--- src/rtl/common.sv ---
// rtl/common.sv - shared fetch/decode types: REG_IF_ID, exception codes, fetch FSM states
package common;

  typedef enum logic [3:0] {
    INSTRUCTION_ADDRESS_MISALIGNED = 4'd0,
    INSTRUCTION_ACCESS_FAULT       = 4'd1,
    ILLEGAL_INSTRUCTION            = 4'd2,
    BREAKPOINT                     = 4'd3
  } exception_t;

  typedef struct packed {
    logic        valid;
    logic [63:0] pc;
    logic [63:0] pcPlus4;
    logic [31:0] instr;
    logic [63:0] instrAddr;
    logic        exception_valid;
    exception_t  exception;
  } REG_IF_ID;

  typedef enum logic [1:0] {
    REQ   = 2'd0,
    READY = 2'd1,
    EXC   = 2'd2
  } fetch_state_t;

endpackage

--- src/rtl/fetch_pc_sel.sv ---
// rtl/fetch_pc_sel.sv - next-pc priority mux: jump, branch, hold, sequential
module fetch_pc_sel (
  input  logic [63:0] pc_i,
  input  logic        jump_en_i,
  input  logic [63:0] jump_addr_i,
  input  logic        adopt_branch_i,
  input  logic [63:0] pcbranch_i,
  input  logic        hold_i,
  input  logic        step_i,
  output logic [63:0] next_pc_o,
  output logic        redirect_o
);

  always_comb begin
    next_pc_o  = pc_i;
    redirect_o = 1'b0;
    if (jump_en_i) begin
      next_pc_o  = jump_addr_i;
      redirect_o = 1'b1;
    end else if (adopt_branch_i) begin
      next_pc_o  = pcbranch_i;
      redirect_o = 1'b1;
    end else if (hold_i) begin
      next_pc_o = pc_i;
    end else if (step_i) begin
      next_pc_o = pc_i + 64'd4;
    end
  end

endmodule

--- src/rtl/fetcher.sv ---
// rtl/fetcher.sv - instruction fetch stage feeding REG_IF_ID; FETCH_MISALIGN_CHECK_EN traps misaligned PCs
module fetcher
  import common::*;
#(
  parameter logic [63:0] RESET_PC = 64'h8000_0000
) (
  input  logic        clk,
  input  logic        rst,
  output logic        ireq_valid,
  output logic [63:0] ireq_addr,
  input  logic        iresp_ok,
  input  logic [31:0] iresp_data,
  output REG_IF_ID    moduleOut,
  output logic        ok_to_proceed,
  input  logic        ok_to_proceed_overall,
  input  logic        lwHold,
  input  logic        JumpEn,
  input  logic [63:0] jumpAddr,
  input  logic        adopt_branch,
  input  logic [63:0] pcbranch
);

  fetch_state_t state_q;
  logic [63:0]  pc_q;
  logic [31:0]  ibuf_q;
  REG_IF_ID     out_q;
  logic [63:0]  next_pc;
  logic         redirect;
  logic         resp_hit;
  logic         load_misaligned;
  logic [31:0]  word;

  // Request is suppressed while reset is asserted so an abandoned response is never consumed.
  assign ireq_valid    = rst && (state_q == REQ);
  assign ireq_addr     = pc_q;
  assign resp_hit      = ireq_valid && iresp_ok;
  assign ok_to_proceed = (state_q == READY) || (state_q == EXC) || resp_hit;
  assign word          = (state_q == READY) ? ibuf_q : iresp_data;
  assign moduleOut     = out_q;

`ifdef FETCH_MISALIGN_CHECK_EN
  assign load_misaligned = (next_pc[1:0] != 2'b00);
`else
  assign load_misaligned = 1'b0;
`endif

  fetch_pc_sel u_pc_sel (
    .pc_i           (pc_q),
    .jump_en_i      (JumpEn),
    .jump_addr_i    (jumpAddr),
    .adopt_branch_i (adopt_branch),
    .pcbranch_i     (pcbranch),
    .hold_i         (lwHold),
    .step_i         (ok_to_proceed && (state_q != EXC)),
    .next_pc_o      (next_pc),
    .redirect_o     (redirect)
  );

  always_ff @(posedge clk) begin
    if (!rst) begin
      state_q <= REQ;
      pc_q    <= RESET_PC;
      ibuf_q  <= 32'd0;
      out_q   <= '0;
    end else if (ok_to_proceed_overall) begin
      if (redirect) begin
        out_q.valid           <= 1'b0;
        out_q.exception_valid <= 1'b0;
        pc_q                  <= next_pc;
        state_q               <= load_misaligned ? EXC : REQ;
      end else if (lwHold) begin
        state_q <= state_q;
      end else if (ok_to_proceed) begin
`ifdef FETCH_MISALIGN_CHECK_EN
        if (state_q == EXC) begin
          out_q <= '{valid: 1'b1, pc: pc_q, pcPlus4: pc_q + 64'd4, instr: 32'd0,
                     instrAddr: pc_q, exception_valid: 1'b1,
                     exception: INSTRUCTION_ADDRESS_MISALIGNED};
        end else begin
`else
        begin
`endif
          out_q <= '{valid: 1'b1, pc: pc_q, pcPlus4: pc_q + 64'd4, instr: word,
                     instrAddr: pc_q, exception_valid: 1'b0,
                     exception: out_q.exception};
          pc_q    <= next_pc;
          state_q <= REQ;
        end
      end else begin
        out_q.valid <= 1'b0;
      end
    end else if (resp_hit) begin
      ibuf_q  <= iresp_data;
      state_q <= READY;
    end
  end

endmodule

--- config.mk ---
export PLATFORM = sky130hd
export DESIGN_NAME = fetcher
export DESIGN_NICKNAME = d
export VERILOG_FILES = /design/src/rtl/common.sv /design/src/rtl/fetch_pc_sel.sv /design/src/rtl/fetcher.sv
export SDC_FILE = /design/constraint.sdc
export NUM_CORES = 1
export LEC_CHECK = 0
export ABC_AREA = 1
export CAP_MARGIN = 20
export CORE_AREA = 2 2 179 181
export CTS_CLUSTER_DIAMETER = 150
export DETAILED_ROUTE_END_ITERATION = 16
export DIE_AREA = 0 0 181 183
export GPL_TIMING_DRIVEN = 0
export PLACE_DENSITY = 0.74
export SYNTH_ARGS = -nofsm -noshare
export SYNTH_HDL_FRONTEND = slang
export SYNTH_SLANG_ARGS = --single-unit
--- constraint.sdc ---
create_clock -name clk -period 4.86 [get_ports clk]
set_input_delay 0.729 -clock clk [delete_from_list [all_inputs] [get_ports clk]]
set_output_delay 0.729 -clock clk [all_outputs]
set_load 0.02 [all_outputs]
Word level (Yosys, flattened, before mapping)
Cells that the tools add are included.

storage, ports and cells
  register bits = 260

operators by class
  eq/ne operators = 6
  $add $sub $neg = 1
  multiplexer cells = 20
  bitwise logic cells = 3
  reduce and logical (&&, ||, !) cells = 13

operator list
  operator                 number
  $mux W64                 7
  $mux W230                1
  $mux W229                1
  $add A64 B3 Y64 const B  1
  $mux W32                 1
  $mux W2                  5
  $ne A3 B2 Y1 const B     2
  $reduce_and A3 Y1        2
  $mux W1                  5
  $reduce_and A2 Y1        2
  $reduce_and A4 Y1        1
  $reduce_bool A2 Y1       2
  $logic_and A1 B1 Y1      3
  $not A1 Y1               3
  $eq A2 B1 Y1 const B     1
  $eq A2 B2 Y1 const B     1
  $logic_not A2 Y1         1
  $logic_or A1 B1 Y1       2
  $ne A2 B1 Y1 const B     1
  $ne A2 B2 Y1 const B     1

Longest topological paths before layout
  depth after elaboration = 12
  gate-level depth with buffers = 13
  depth with buffers taken out = 13

Modules after synthesis
From an unflattened synthesis, not the netlist that was laid out.

second synthesis, totals
  cell total of the unflattened synthesis = 2517
  area total of the unflattened synthesis = 15642.5 um^2

modules (own cells, without submodules)
  module        seq. area each (um^2)  area an instance (um^2)  cells each  times used
  fetcher       5124.9                 11792.6                  1697        1
  fetch_pc_sel  0.0                    3849.9                   820         1

Worst setup path before layout
Ideal clock, no wire load.

  path type = input to register
  start = input port rst
  end = register out_q (netlist bit moduleOut[100])
  arrival time = 1973 ps
  setup time = 123 ps
  slack = 2765 ps
  cell stages on the path = 11
  data required time = 4737 ps
  path through = buf_4 inv_4 nor2_4 nand2_2 a21oi_4 nand2_2 inv_2 buf_6 buf_6 buf_4 a31oi_1

between the ends
  cells in the longest elaborated chain, start to end = 4

RTL lines
  item                                line           text
  from (decl)                         fetcher.sv:8   input logic rst,
  $logic_and A1 B1 Y1                 fetcher.sv:34  assign ireq_valid = rst && (state_q == REQ);
  net ireq_valid                      fetcher.sv:9   output logic ireq_valid,
  $logic_and A1 B1 Y1                 fetcher.sv:36  assign resp_hit = ireq_valid && iresp_ok;
  $logic_or A1 B1 Y1                  fetcher.sv:37  assign ok_to_proceed = (state_q == READY) || (state_q == EXC) || resp_hit;
  $reduce_and A4 Y1 (no source line)  n/a
  to (signal assigned)                fetcher.sv:83  out_q <= '{valid: 1'b1, pc: pc_q, pcPlus4: pc_q + 64'd4, instr: word,
  to (decl)                           fetcher.sv:26  REG_IF_ID out_q;

The timed path passes the listed nets, and every way through them passes these cells.
A chain may end at the register's enable or synchronous reset.

Worst setup path in the final report
  start = register state_q[0]
  end = output port ok_to_proceed

between the ends
  cells in the longest elaborated chain, start to end = 4
  elaborated cells between the ends (all ways) = 7

RTL lines
  item                    line           text
  from (decl)             fetcher.sv:23  fetch_state_t state_q;
  from (signal assigned)  fetcher.sv:70  state_q <= load_misaligned ? EXC : REQ;
  from (signal assigned)  fetcher.sv:72  state_q <= state_q;
  $logic_not A2 Y1        fetcher.sv:34
  $logic_and A1 B1 Y1     fetcher.sv:34
  $logic_and A1 B1 Y1     fetcher.sv:36
  $logic_or A1 B1 Y1 *    fetcher.sv:37
  to (decl)               fetcher.sv:14  output logic ok_to_proceed,

Mark *: on every way between the ends. The rest lies on a longest branch, timed or not.

==> summary.txt <==
Synth
  – Post-Syn Area per Cell: 6.87 um^2
  – Most area-consuming cells after synthesis: sky130_fd_sc_hd__dfxtp_1 40%, sky130_fd_sc_hd__nor2_1 12%, sky130_fd_sc_hd__nand2_1 9.9%
  – Ys flop type: sky130_fd_sc_hd__dfxtp_1
  – Gate count of the mapped netlist: 1845
  – Synth area leader: sky130_fd_sc_hd__dfxtp_1
  – Syn Std Cell Area: 12700 um^2
  – Area fraction of the dominant cell type after synthesis: 0.404
  – Distinct cells, synth: 34
  – Flip-flop and latch count after synthesis: 256
  – Number of enable flip-flop cells after synthesis: 0
  – Fraction of synthesis flops using an asynchronous set or reset pin: 0
  – Total number of yosys warnings: 0
  – Sequential element share of the synthesized area: 0.404

Pwr
  – Switching Fraction: 0.279
  – Power share of the clock group: 0.402
  – Relative contribution of sequential cells to total power: 0.433
  – Switching Power: 1.49 mW
  – Total Power: 5.33 mW
  – Comb power frac: 0.165
  – Maximum VDD drop: 0.243 mV
  – Standby leakage power: 7.59 nW
  – Internal power consumption: 3.84 mW
  – Ratio of total power to cell area: 285 nW/um^2

Timing
  – Portion of the clock cycle consumed by the worst path in the final layout: 0.643
  – Number of failing setup endpoints in the final timing report: 0
  – Final WS setup: 1740 ps
  – Final hold violation count: 0
  – Setup repair after global routing missed its margin: no
  – Worst-margin pin slew: 1130 ps
  – Achievable clock frequency: 0.320 GHz
  – Max-slew headroom at the worst pin: 0.245
  – Crit path time final: 3120 ps
  – Worst Hold Slack: 472 ps
  – Max-slew violation count: 0
  – Fin Setup TNS: 0 ps
  – Worst setup skew after layout: 9.83 ps

Clocking
  – Post-cts repair resize count: 0
  – Count of H-tree levels built during CTS: 1
  – TritonCTS buffer count: 29
  – Clock Root Buffer: sky130_fd_sc_hd__clkbuf_16
  – Clk Latency, worst-skew pair: 550 ps
  – Number of setup buffers added after CTS: 0
  – Clock tree from TritonCTS: built
  – Cts-stage hold buffer count: 0
  – Clock sink total: 256
  – Clock-pin slew of the registers on the worst-case setup and hold paths: 60 ps
  – Maximum root-to-sink buffer count: 3

Final layout
  – Share of layout cells above drive strength 1: 0.0709
  – Count of filler cells inserted in the layout: 2930
  – Number of nets at the end of the flow: 2504
  – Non-Filler Cell Area, Final: 18700 um^2
  – Share of the core filled with cells in the final layout: 0.598
  – Layout-stage area growth over the synthesis result: 47.3%
  – Number of cells in the finished layout apart from fillers: 2762

Global routing
  – Pin count of the biggest net entering global routing: 14
  – GRT Util Overall: 0.332
  – Antenna violations before repair: 6
  – Final global-route overflow total: 0
  – Vias in the first global route: 14100
  – Wire length of the first global-routing pass: 84800 um

Die
  – Die span in x: 181 um
  – Die Y: 183 um
  – Row Count: 65
  – Initial standard-cell utilization of the core: 0.406
  – Area of the core: 31200 um^2
  – Total die area: 33100 um^2
  – Boundary Pins: 463

Place
  – Placement Setup Slack: 1330 ps
  – Placed wire-length estimate after detailed placement: 45200 um
  – I/O Buffers: 456
  – Placed cell areas: 17800 um^2
  – Placed cell count: 2707
  – RePlAce Congestion: 0.976

Route
  – Initial DRT Pass Iterations: 5
  – Drt drc: 0
  – Final ANT Viol Nets: 0
  – Routed WL per cell: 20.7 um
  – Vias/cell: 5.28
  – Final Routed Wirelength: 57200 um
  – Starting DRT DRC Count: 1194
  – Number of vias after detailed routing: 14600

Critical path
  – Type of origin of the critical path: flip-flop
  – Setup crit start: state_q[0]$_SDFFE_PN0P_
  – Maximum fanout count along the critical path: 10
  – Required @ worst endpoint: 4130 ps
  – Startpoint of the worst-slack reg-to-reg timing path: state_q[0]$_SDFFE_PN0P_
  – Arrival time reported for the critical path endpoint: 2390 ps
  – Critical path capture point type: primary output
  – Worst setup path class: reg2out

Run
  – Number of max-cap violations: 0

Worst hold path
  – Worst hold path class: reg2reg
  – Hold Path Origin: moduleOut[229]$_SDFFE_PN0P_

Status
  – Outcome: completed
-- cells in the mapped netlist, types with 5 or more instances --
cell type and instances:
sky130_fd_sc_hd__nor2_1 397, sky130_fd_sc_hd__inv_2 5, sky130_fd_sc_hd__o21ai_0 232, sky130_fd_sc_hd__clkbuf_1 64
sky130_fd_sc_hd__buf_2 11, sky130_fd_sc_hd__xnor2_1 20, sky130_fd_sc_hd__a31oi_1 32, sky130_fd_sc_hd__nor2_2 5
sky130_fd_sc_hd__buf_4 88, sky130_fd_sc_hd__nand3_1 31, sky130_fd_sc_hd__buf_1 7, sky130_fd_sc_hd__a21o_1 6
sky130_fd_sc_hd__xor2_1 10, sky130_fd_sc_hd__buf_6 8, sky130_fd_sc_hd__a21oi_1 99, sky130_fd_sc_hd__inv_1 116
sky130_fd_sc_hd__o21ai_1 27, sky130_fd_sc_hd__a22o_1 58, sky130_fd_sc_hd__dfxtp_1 256, sky130_fd_sc_hd__nand4_1 12
sky130_fd_sc_hd__nand2_1 335
-- placed cells by master, fill, tap and decap left out, types with 27 or more instances in the layout --
master / count
sky130_fd_sc_hd__clkbuf_1: 74
sky130_fd_sc_hd__nand2_1: 335
sky130_fd_sc_hd__o21ai_0: 232
sky130_fd_sc_hd__dfxtp_1: 256
sky130_fd_sc_hd__a21oi_1: 99
sky130_fd_sc_hd__clkbuf_16: 29
sky130_fd_sc_hd__clkdlybuf4s50_1: 456
sky130_fd_sc_hd__nand3_1: 31
sky130_fd_sc_hd__buf_4: 88
sky130_fd_sc_hd__inv_1: 116
sky130_fd_sc_hd__a22o_1: 58
sky130_fd_sc_hd__o21ai_1: 27
sky130_fd_sc_hd__a31oi_1: 32
sky130_fd_sc_hd__nor2_1: 397
-- layer usage --
layer  part of all wire  global-route usage
met1               0.40               0.405
met2               0.49               0.589
met3              0.079              0.0633
met4              0.032               0.113
met5            0.00023                   0
-- power groups by stage --
stage / combinational (mW) / clock [mW] / sequential (mW)
detailed placement: 0.865 / 0 / 2.35
global placement: 0.857 / 0 / 2.35
global route: 0.937 / 2.23 / 2.32
CTS: 0.871 / 2.15 / 2.30
floorplan: 0.342 / 0 / 2.38
finish: 0.877 / 2.14 / 2.31
-- worst paths after layout --
check,depth (start not counted),endpoint,slack (ps)
setup / recovery,5,ok_to_proceed,1740
hold / removal,2,moduleOut[229]$_SDFFE_PN0P_,470
setup reg to reg,10,ireq_addr[60]$_SDFFE_PN0P_,2370
hold reg to reg,2,moduleOut[229]$_SDFFE_PN0P_,470
-- worst max-delay path, stage by stage (launching register included) --
cell	delay [ps]
sky130_fd_sc_hd__dfxtp_1	290
sky130_fd_sc_hd__buf_2	180
sky130_fd_sc_hd__inv_2	190
sky130_fd_sc_hd__clkbuf_1	420
sky130_fd_sc_hd__nand2_1	180
sky130_fd_sc_hd__clkdlybuf4s50_1	580
-- state kept, by name (all words and copies together), names as in the netlist --
name and count:
state_q 1, moduleOut 159, ireq_addr 64, ibuf_q 32
-- final cells by class --
class / count / area, um^2 / area share
flip-flops and latches: 256 / 5120 / 0.274
multi-input cells: 1292 / 6030 / 0.323
clock buffers: 43 / 818 / 0.0438
well taps: 402 / 503 / 0.0269
inverters: 122 / 460 / 0.0246
diodes: 5 / 12.5 / 0.000670
repair buffers: 456 / 4560 / 0.244
clock inverters: 7 / 87.6 / 0.00469
plain buffers: 179 / 1080 / 0.0577
-- cells by family (layout without fill, tap and decap cells) --
| family | after synthesis | after routing | share of synthesized area |
|---|---|---|---|
| xor+xnor | 30 | 30 | 0.0207 |
| fa+ha+maj | 1 | 1 | 0.000987 |
| simple gates | 789 | 789 | 0.243 |
| compound gates | 467 | 467 | 0.210 |
| flops | 256 | 256 | 0.404 |
| other cells | 1 | 10 | 0.000296 |
| buf+inv | 301 | 807 | 0.121 |
No activity file was read; power rests on OpenSTA's default activity.
